==> config.mk <==
export PLATFORM = sky130hd
export DESIGN_NAME = w_mem_stream
export DESIGN_NICKNAME = d
export VERILOG_FILES = /design/src/rtl/wmem_pkg.sv /design/src/rtl/wmem_bank.sv /design/src/rtl/w_mem_stream.sv
export SDC_FILE = /design/constraint.sdc
export NUM_CORES = 2
export LEC_CHECK = 0
export ABC_AREA = 1
export CAP_MARGIN = 20
export CORE_MARGIN = 4
export CORE_UTILIZATION = 35
export CTS_BUF_LIST = sky130_fd_sc_hd__clkbuf_4 sky130_fd_sc_hd__clkbuf_8
export DETAILED_ROUTE_END_ITERATION = 10
export PLACE_DENSITY_LB_ADDON = 0.08
export RECOVER_POWER = 100
export REMOVE_ABC_BUFFERS = 1
export SKIP_CTS_REPAIR_TIMING = 1
export SLEW_MARGIN = 40
export SYNTH_ARGS = -nofsm -noshare
export SYNTH_HDL_FRONTEND = slang
export SYNTH_SLANG_ARGS = --single-unit
==> constraint.sdc <==
create_clock -name clk -period 2.7 [get_ports clk]
set_input_delay 0.54 -clock clk [delete_from_list [all_inputs] [get_ports clk]]
set_output_delay 0.54 -clock clk [all_outputs]
set_load 0.03 [all_outputs]
==> src/rtl/wmem_pkg.sv <==
// Shared types and helpers for the streaming weight store.
// Holds the FSM state encoding, the default weight type and the parity helper.
package wmem_pkg;

    typedef enum logic [1:0] {
        IDLE   = 2'd0,
        STREAM = 2'd1,
        DRAIN  = 2'd2
    } state_t;

    localparam int DEF_DATA_WIDTH = 16;
    localparam int PAR_MAX_W      = 64;

    typedef logic signed [DEF_DATA_WIDTH-1:0] weight_t;

    // Even parity: the stored bit makes the XOR of data plus parity zero.
    function automatic logic even_parity(input logic [PAR_MAX_W-1:0] data);
        return ^data;
    endfunction

endpackage

==> src/rtl/wmem_bank.sv <==
// One weight bank: single write port, single registered read port.
// The read register doubles as the lane's output holding register.
module wmem_bank
    import wmem_pkg::*;
#(
    parameter int DEPTH  = 30,
    parameter int WIDTH  = 16,
    parameter int ADDR_W = 5
) (
    input  logic              clk,
    input  logic              rst,
    input  logic              i_wen,
    input  logic [ADDR_W-1:0] i_waddr,
    input  logic [WIDTH-1:0]  i_wdata,
    input  logic              i_ren,
    input  logic [ADDR_W-1:0] i_raddr,
    output logic [WIDTH-1:0]  o_rdata
);

    logic [WIDTH-1:0] r_mem [DEPTH];
    logic [WIDTH-1:0] r_rdata;

    // Storage is deliberately left out of reset so weights survive a stream abort.
    always_ff @(posedge clk) begin
        if (i_wen) begin
            r_mem[i_waddr] <= i_wdata;
        end
    end

    always_ff @(posedge clk or posedge rst) begin
        if (rst) begin
            r_rdata <= '0;
        end else if (i_ren) begin
            r_rdata <= r_mem[i_raddr];
        end
    end

    assign o_rdata = r_rdata;

endmodule

==> src/rtl/w_mem_stream.sv <==
// Writable per-neuron weight store that streams one index per beat to the MAC array.
// Optional WMEM_PARITY_EN adds a stored even-parity bit per entry and a par_err output.
module w_mem_stream
    import wmem_pkg::*;
#(
    parameter int NUM_NEURONS = 4,
    parameter int NUM_WEIGHTS = 30,
    parameter int DATA_WIDTH  = 16,
    parameter int ADDR_W      = (NUM_WEIGHTS > 1) ? $clog2(NUM_WEIGHTS) : 1,
    parameter int CHAN_W      = (NUM_NEURONS > 1) ? $clog2(NUM_NEURONS) : 1
) (
    input  logic                              clk,
    input  logic                              rst,
    input  logic                              wen,
    input  logic [CHAN_W-1:0]                 wchan,
    input  logic [ADDR_W-1:0]                 wadd,
    input  logic [DATA_WIDTH-1:0]             win,
    input  logic                              start,
    output logic                              busy,
    output logic                              out_valid,
    input  logic                              out_ready,
    output logic [ADDR_W-1:0]                 out_idx,
    output logic                              out_last,
    output logic [NUM_NEURONS*DATA_WIDTH-1:0] wout,
    output logic                              done,
`ifdef WMEM_PARITY_EN
    output logic [NUM_NEURONS-1:0]            par_err,
`endif
    output logic                              wr_err
);

`ifdef WMEM_PARITY_EN
    localparam int MEM_W = DATA_WIDTH + 1;
`else
    localparam int MEM_W = DATA_WIDTH;
`endif
    localparam logic [ADDR_W-1:0] LAST_IDX = ADDR_W'(NUM_WEIGHTS - 1);

    state_t            r_state;
    logic [ADDR_W-1:0] r_rp;
    logic [ADDR_W-1:0] r_idx;
    logic              r_valid;
    logic              r_last;
    logic              r_done;
    logic              r_wr_err;

    logic              w_in_range;
    logic              w_wr_ok;
    logic              w_issue;
    logic [MEM_W-1:0]  w_wdata;
    logic [MEM_W-1:0]  w_rdata [NUM_NEURONS];

    assign w_in_range = (32'(wchan) < NUM_NEURONS) && (32'(wadd) < NUM_WEIGHTS);
    assign w_wr_ok    = wen && (r_state == IDLE) && w_in_range;
    assign w_issue    = (r_state == STREAM) && (!r_valid || out_ready);

`ifdef WMEM_PARITY_EN
    assign w_wdata = {even_parity(PAR_MAX_W'(win)), win};
`else
    assign w_wdata = win;
`endif

    for (genvar n = 0; n < NUM_NEURONS; n++) begin : g_bank
        wmem_bank #(
            .DEPTH  (NUM_WEIGHTS),
            .WIDTH  (MEM_W),
            .ADDR_W (ADDR_W)
        ) u_bank (
            .clk     (clk),
            .rst     (rst),
            .i_wen   (w_wr_ok && (wchan == CHAN_W'(n))),
            .i_waddr (wadd),
            .i_wdata (w_wdata),
            .i_ren   (w_issue),
            .i_raddr (r_rp),
            .o_rdata (w_rdata[n])
        );

        assign wout[n*DATA_WIDTH +: DATA_WIDTH] = w_rdata[n][DATA_WIDTH-1:0];
`ifdef WMEM_PARITY_EN
        assign par_err[n] = r_valid && even_parity(PAR_MAX_W'(w_rdata[n]));
`endif
    end

    // The read pointer saturates at the last index; DRAIN holds that beat until accepted.
    always_ff @(posedge clk or posedge rst) begin
        if (rst) begin
            r_state  <= IDLE;
            r_rp     <= '0;
            r_idx    <= '0;
            r_valid  <= 1'b0;
            r_last   <= 1'b0;
            r_done   <= 1'b0;
            r_wr_err <= 1'b0;
        end else begin
            r_done   <= 1'b0;
            r_wr_err <= wen && !w_wr_ok;
            case (r_state)
                IDLE: begin
                    if (start) begin
                        r_state <= STREAM;
                        r_rp    <= '0;
                    end
                end
                STREAM: begin
                    if (w_issue) begin
                        r_idx   <= r_rp;
                        r_last  <= (r_rp == LAST_IDX);
                        r_valid <= 1'b1;
                        if (r_rp == LAST_IDX) begin
                            r_state <= DRAIN;
                        end else begin
                            r_rp <= r_rp + 1'b1;
                        end
                    end
                end
                DRAIN: begin
                    if (out_ready) begin
                        r_valid <= 1'b0;
                        r_last  <= 1'b0;
                        r_done  <= 1'b1;
                        r_state <= IDLE;
                    end
                end
                default: r_state <= IDLE;
            endcase
        end
    end

    assign busy      = (r_state != IDLE);
    assign out_valid = r_valid;
    assign out_idx   = r_idx;
    assign out_last  = r_last;
    assign done      = r_done;
    assign wr_err    = r_wr_err;

endmodule

# Word level (Yosys, flattened, before mapping)
# Memories as Yosys holds them, arrays and structs flattened. A register that Yosys moved wholly into a read port is not among the register bits.
# Cells that the tools add are included.
[word_totals]
elab_cells = 68
inputBits = 28
n_memories = 4
regBits = 16
ramBits = 1920
[memory_table]
columns = ["name", "words", "width", "read_ports", "rd_ports_with_merged_regs", "write_ports", "line_no", "rtl"]
rows = [
  ["g_bank[0].u_bank.r_mem", 30, 16, 1, 1, 1, "wmem_bank.sv:20", "logic [WIDTH-1:0] r_mem [DEPTH];"],
  ["g_bank[1].u_bank.r_mem", 30, 16, 1, 1, 1, "wmem_bank.sv:20", ""],
  ["g_bank[2].u_bank.r_mem", 30, 16, 1, 1, 1, "wmem_bank.sv:20", ""],
  ["g_bank[3].u_bank.r_mem", 30, 16, 1, 1, 1, "wmem_bank.sv:20", ""],
]
[op_classes]
n_reduce_logical = 20
add_sub_neg = 1
n_eq_ne = 11
mux = 24
magnitude_cmp = 1
[ops]
columns = ["cell", "n"]
rows = [
  ["$mux 5", 3],
  ["$mux 1", 13],
  ["$pmux 5 s2", 1],
  ["$logic_and 1x1->1", 8],
  ["$mux 2", 4],
  ["$reduce_and 4->1", 2],
  ["$eq 2x2->1 const B", 3],
  ["$ne 2x2->1 const B", 3],
  ["$pmux 2 s3", 1],
  ["$reduce_bool 2->1", 3],
  ["$add 5x1->5 const B", 1],
  ["$eq 5x5->1 const B", 1],
  ["$lt 5x5->1 const B", 1],
  ["$eq 2x1->1 const B", 2],
  ["$logic_not 2->1", 2],
  ["$ne 2x1->1 const B", 2],
  ["$pmux 1 s2", 2],
  ["$reduce_and 3->1", 1],
  ["$logic_not 1->1", 2],
  ["$reduce_and 2->1", 1],
  ["$logic_or 1x1->1", 1],
]

# Depth between registers and ports, before layout
[logic_depth]
word_depth = 6
mapped_depth = 12
mapped_depth_nobuf = 10

# By module
# Synthesis repeated with hierarchy kept, for this count alone.
[hier_totals]
cells_unflattened = 6980
hier_area_um2 = 81588.2
[by_module_without_submodules]
columns = ["module", "n_inst", "area_per_inst_um2", "cells_each", "seq_area_each_um2"]
rows = [
  ["wmem_bank", 4, 20183.1, 1717, 14814.2],
  ["w_mem_stream", 1, 855.8, 112, 400.4],
]

# Worst setup path after synthesis
# No wires, ideal clock.
[synth_path]
kind = "register to register"
from = "reg r_state[1]"
to = "mem g_bank[0].u_bank.r_mem[0][0] (enable)"
path_slack_ps = 162
arrival_ps = 2149
stages_incl_launch_ff = 7
path_buffers = 1
path_cell_list = "dfrtp_1 > inv_1 > nand2_1 > a211oi_2 > nand3_1 > clkbuf_1 > nor2_1"
[synth_between]
elab_chain_len = 6
[synth_lines]
columns = ["item", "line_no", "rtl"]
rows = [
  ["start, declared", "w_mem_stream.sv:39", "state_t r_state;"],
  ["start signal, assigned", "w_mem_stream.sv:88", "r_state <= IDLE;"],
  ["start signal, assigned", "w_mem_stream.sv:101", "r_state <= STREAM;"],
  ["start signal, assigned", "w_mem_stream.sv:111", "r_state <= DRAIN;"],
  ["$logic_not 2->1", "w_mem_stream.sv:54", "assign w_wr_ok = wen && (r_state == IDLE) && w_in_range;"],
  ["$logic_and 1x1->1 (2 in a row)", "w_mem_stream.sv:54", ""],
  ["$logic_and 1x1->1", "w_mem_stream.sv:71", ".i_wen (w_wr_ok && (wchan == CHAN_W'(n))),"],
  ["$mux 1", "wmem_bank.sv:25", "if (i_wen) begin"],
  ["$mux 1 (implied by the code)", "wmem_bank.sv:26", "r_mem[i_waddr] <= i_wdata;"],
  ["end, declared", "wmem_bank.sv:20", ""],
]
# Every way passes these cells.

# Worst setup path after layout
[layout_path]
from = "in win[3]"
to = "mem g_bank[3].u_bank.r_mem[15][3] (data pin)"
[layout_rtl]
columns = ["item", "line_no", "rtl"]
rows = [
  ["start, declared", "w_mem_stream.sv:17", "input logic [DATA_WIDTH-1:0] win,"],
  ["end, declared", "wmem_bank.sv:20", ""],
]
# Straight into the memory's write port.

==> results.toml <==
[hold_path]
hold_depth = 2
holdPathEnd = "r_state[1]$_DFFE_PP0P_"
hp-class = "in -> reg"
min_from = "out_ready"

[setup_path]
r2r_start = "r_rp[1]$_DFFE_PP0P_"
end_kind = "flop"
arrival_ps = 3440
rr_worst_depth = 11
crit_fanout = 32
critical_path.cell_chain = "dlygate4sd3_1, clkbuf_1, clkbuf_4"
critPathLaunchType = "input port"
crit_required_ps = 3430
crit_slowest_cell = "clkbuf_1"
crit_type = "in -> reg"
cp_slowest_stage_delay_ps = 1420
r2r-end = "g_bank[3].u_bank.o_rdata[0]$_DFFE_PP0P_"
ff2ff_setup_slack_ps = 110

[cts]
cts_sinks = 2000
clk_latency_ps = 1080
cts_tree = "yes"
htree_num_levels = 5
cts_buffers = 369
clkTransAtPathRegs_ps = 50
cts_root_buf = "clkbuf_8"
clock_path_buffers = 4

[outcome]
status = "finished with violations"
violations = "capacitance limit, slew limit, setup timing"

[place]
dp.cells = 11600
dpl_worst_slack_ps = -145
portBuffers = 101
dpl_cell_area_um2 = 94700
gp_congestion = 0.824
dp_hpwl_um = 179000

[detailed_routing]
first_pass_iters = 6
vias_per_cell = 4.75
drt_wl_total_um = 280000
detail-route-antenna-nets = 0
drtIter0Drc = 5296
drc_errors = 0
avgRoutedWirePerCell_um = 22.8
vias = 58300

[timing]
final.setup.worst_slack_ps = -5.95
fin_hold_ws_ps = 143
slew_viol_final = 387
finalClockSkew_ps = 80.0
min_period_ps = 2710
finalHoldViolCount = 0
setup_viol = 3
max_slew.worst_pin.slew_ps = 2350
max_freq_mhz = 370
fin_crit_sh = 1.00
relSlewSlack = -0.569
final.setup.tns_ps = -9.23

[power]
switchingPower_mw = 35.0
power_density_nw_per_um2 = 934
power_frac_clock = 0.301
p_leak_nw = 42.0
peakVddDrop_mv = 0.622
switching_share = 0.377
combPwrFrac = 0.318
power_frac_seq = 0.381
p_total_mw = 93.0
p_int_mw = 58.0

[floorplan]
core_um2 = 243000
die-height_um = 502
ios = 102
die_w_um = 502
initial_core_util = 0.351
rows = 181
die_area_um2 = 252000

[synth]
synth_top_area_frac = 0.675
yosys_warnings = 0
synth.avg_cell_area_um2 = 10.3
synthDistinctLibCells = 27
yosysSeqAreaShare = 0.699
ys_seq_elements = 2000
synth_area_leaders = "edfxtp_1 (68%), nand2_1 (13%), nand3_1 (6.4%)"
syn_area_um2 = 85400
netlist_instances = 8280
synth_area_leader_cell = "edfxtp_1"

[grt]
grt_pass1_vias = 57600
overflow = 0
track_usage = 0.220
antenna_found_initial = 27
grt_max_degree = 111
grt_pass1_wl_um = 401000

[cells_and_area]
nets = 8803
fin_cells = 12300
area_growth_pct = 16.6
drive_above_1_share = 0.111
postLayoutCellArea_um2 = 99600
final_util = 0.410

[flow_run]
max_cap_violations = 15
## synthesized netlist by cell type
| library cell | instances |
|---|---|
| inv_2 | 7 |
| edfxtp_1 | 1920 |
| nor3_1 | 65 |
| nor2_4 | 2 |
| dfrtp_1 | 80 |
| o21ai_1 | 8 |
| nor2_1 | 300 |
| a211oi_2 | 1 |
| buf_2 | 241 |
| clkbuf_1 | 136 |
| o211ai_1 | 2 |
| clkbuf_2 | 2 |
| buf_4 | 6 |
| or2_2 | 50 |
| ha_1 | 2 |
| buf_1 | 27 |
| nor2_2 | 3 |
| nand3_1 | 1099 |
| a21oi_1 | 57 |
| o21ai_0 | 49 |
| a21oi_2 | 1 |
| nand2_1 | 2888 |
| o31ai_1 | 1 |
| nand3b_1 | 1 |
| o21ai_2 | 1 |
| nand4_1 | 3 |
| inv_1 | 1328 |
## area by class of cell
cell class	instances	area, um^2
Sequential cell	2000	59700
Clock buffer	515	6270
Tap cell	3202	4010
Inverter	1335	5040
Multi-Input combinational cell	4533	18800
Clock inverter	132	703
Fill cell	23900	143000
Antenna cell	10	25.0
Timing Repair Buffer	534	5040
## layer usage
layer	GRT usage	up-vias	part of all wire
li1	-	27700	-
met1	0.305	28500	0.44
met2	0.351	1707	0.46
met3	0.0428	394	0.063
met4	0.0655	0	0.029
met5	0	-	0
## cell usage in the layout, fill, tap and decap left out, types with 10 or more instances in the layout
| cell | synthesis | final |
|---|---|---|
| dfrtp_1 | 80 | 77 |
| dlygate4sd3_1 | 0 | 18 |
| nor3_1 | 65 | 65 |
| nand2_1 | 2888 | 2887 |
| clkbuf_4 | 0 | 155 |
| nand3_1 | 1099 | 1097 |
| clkinv_1 | 0 | 82 |
| clkbuf_2 | 2 | 83 |
| or2_2 | 50 | 50 |
| buf_2 | 241 | 14 |
| diode_2 | 0 | 10 |
| a21oi_1 | 57 | 57 |
| inv_1 | 1328 | 1328 |
| edfxtp_1 | 1920 | 1920 |
| nor2_1 | 300 | 302 |
| o21ai_0 | 49 | 49 |
| clkbuf_1 | 136 | 124 |
| clkbuf_8 | 0 | 385 |
| buf_12 | 0 | 130 |
| buf_4 | 6 | 119 |
| clkdlybuf4s50_1 | 0 | 12 |
| clkinv_2 | 0 | 38 |
## flip-flops by register name, summed over array words and instances, names as in the netlist
name / flops
done: 1
g_bank.u_bank.o_rdata: 64
g_bank.u_bank.r_mem: 1920
out_idx: 5
out_last: 1
out_valid: 1
r_rp: 5
r_state: 2
wr_err: 1
## worst max-delay path: cells and delay by family
| kind | cells | cell delay, ps |
|---|---|---|
| buf+inv | 3 | 2790 |
## worst max-delay path by stage
stage	startpoint	endpoint	slack [ps]
after floorplan	r_rp[0]$_DFFE_PP0P_	g_bank[0].u_bank.o_rdata[0]$_DFFE_PP0P_	-45730
after global placement	wadd[4]	g_bank[3].u_bank.r_mem[23][12]$_DFFE_PP_	-210
after detailed placement	wadd[4]	g_bank[1].u_bank.r_mem[22][3]$_DFFE_PP_	-140
after global routing	wr_err$_DFF_PP0_	wr_err	-3
final	win[3]	g_bank[3].u_bank.r_mem[15][3]$_DFFE_PP_	-6
after CTS	r_state[1]$_DFFE_PP0P_	busy	-540
## cell families (layout without fill, tap and decap cells)
family                   after synthesis  in the layout  synth area share
adder cells (fa/ha/maj)                2              2          0.000293
flip-flops                          2000           2000             0.699
AND/OR/NAND/NOR                     4411           4411             0.213
AO/OA/AOI/OAI                        120            120           0.00730
other                                  0             10                 0
buffers and inverters               1747           2516            0.0806
## power by group through the flow
stage | combinational, mW | sequential [mW] | clock (mW)
2_1_floorplan | 7.83 | 37.0 | 0
3_3_place_gp | 30.6 | 36.1 | 0
3_5_place_dp | 30.6 | 36.1 | 0
4_1_cts | 30.7 | 35.4 | 28.9
5_1_grt | 32.4 | 35.5 | 30.3
6_report | 29.6 | 35.4 | 28.0
Power figures use the tool's default switching activity.
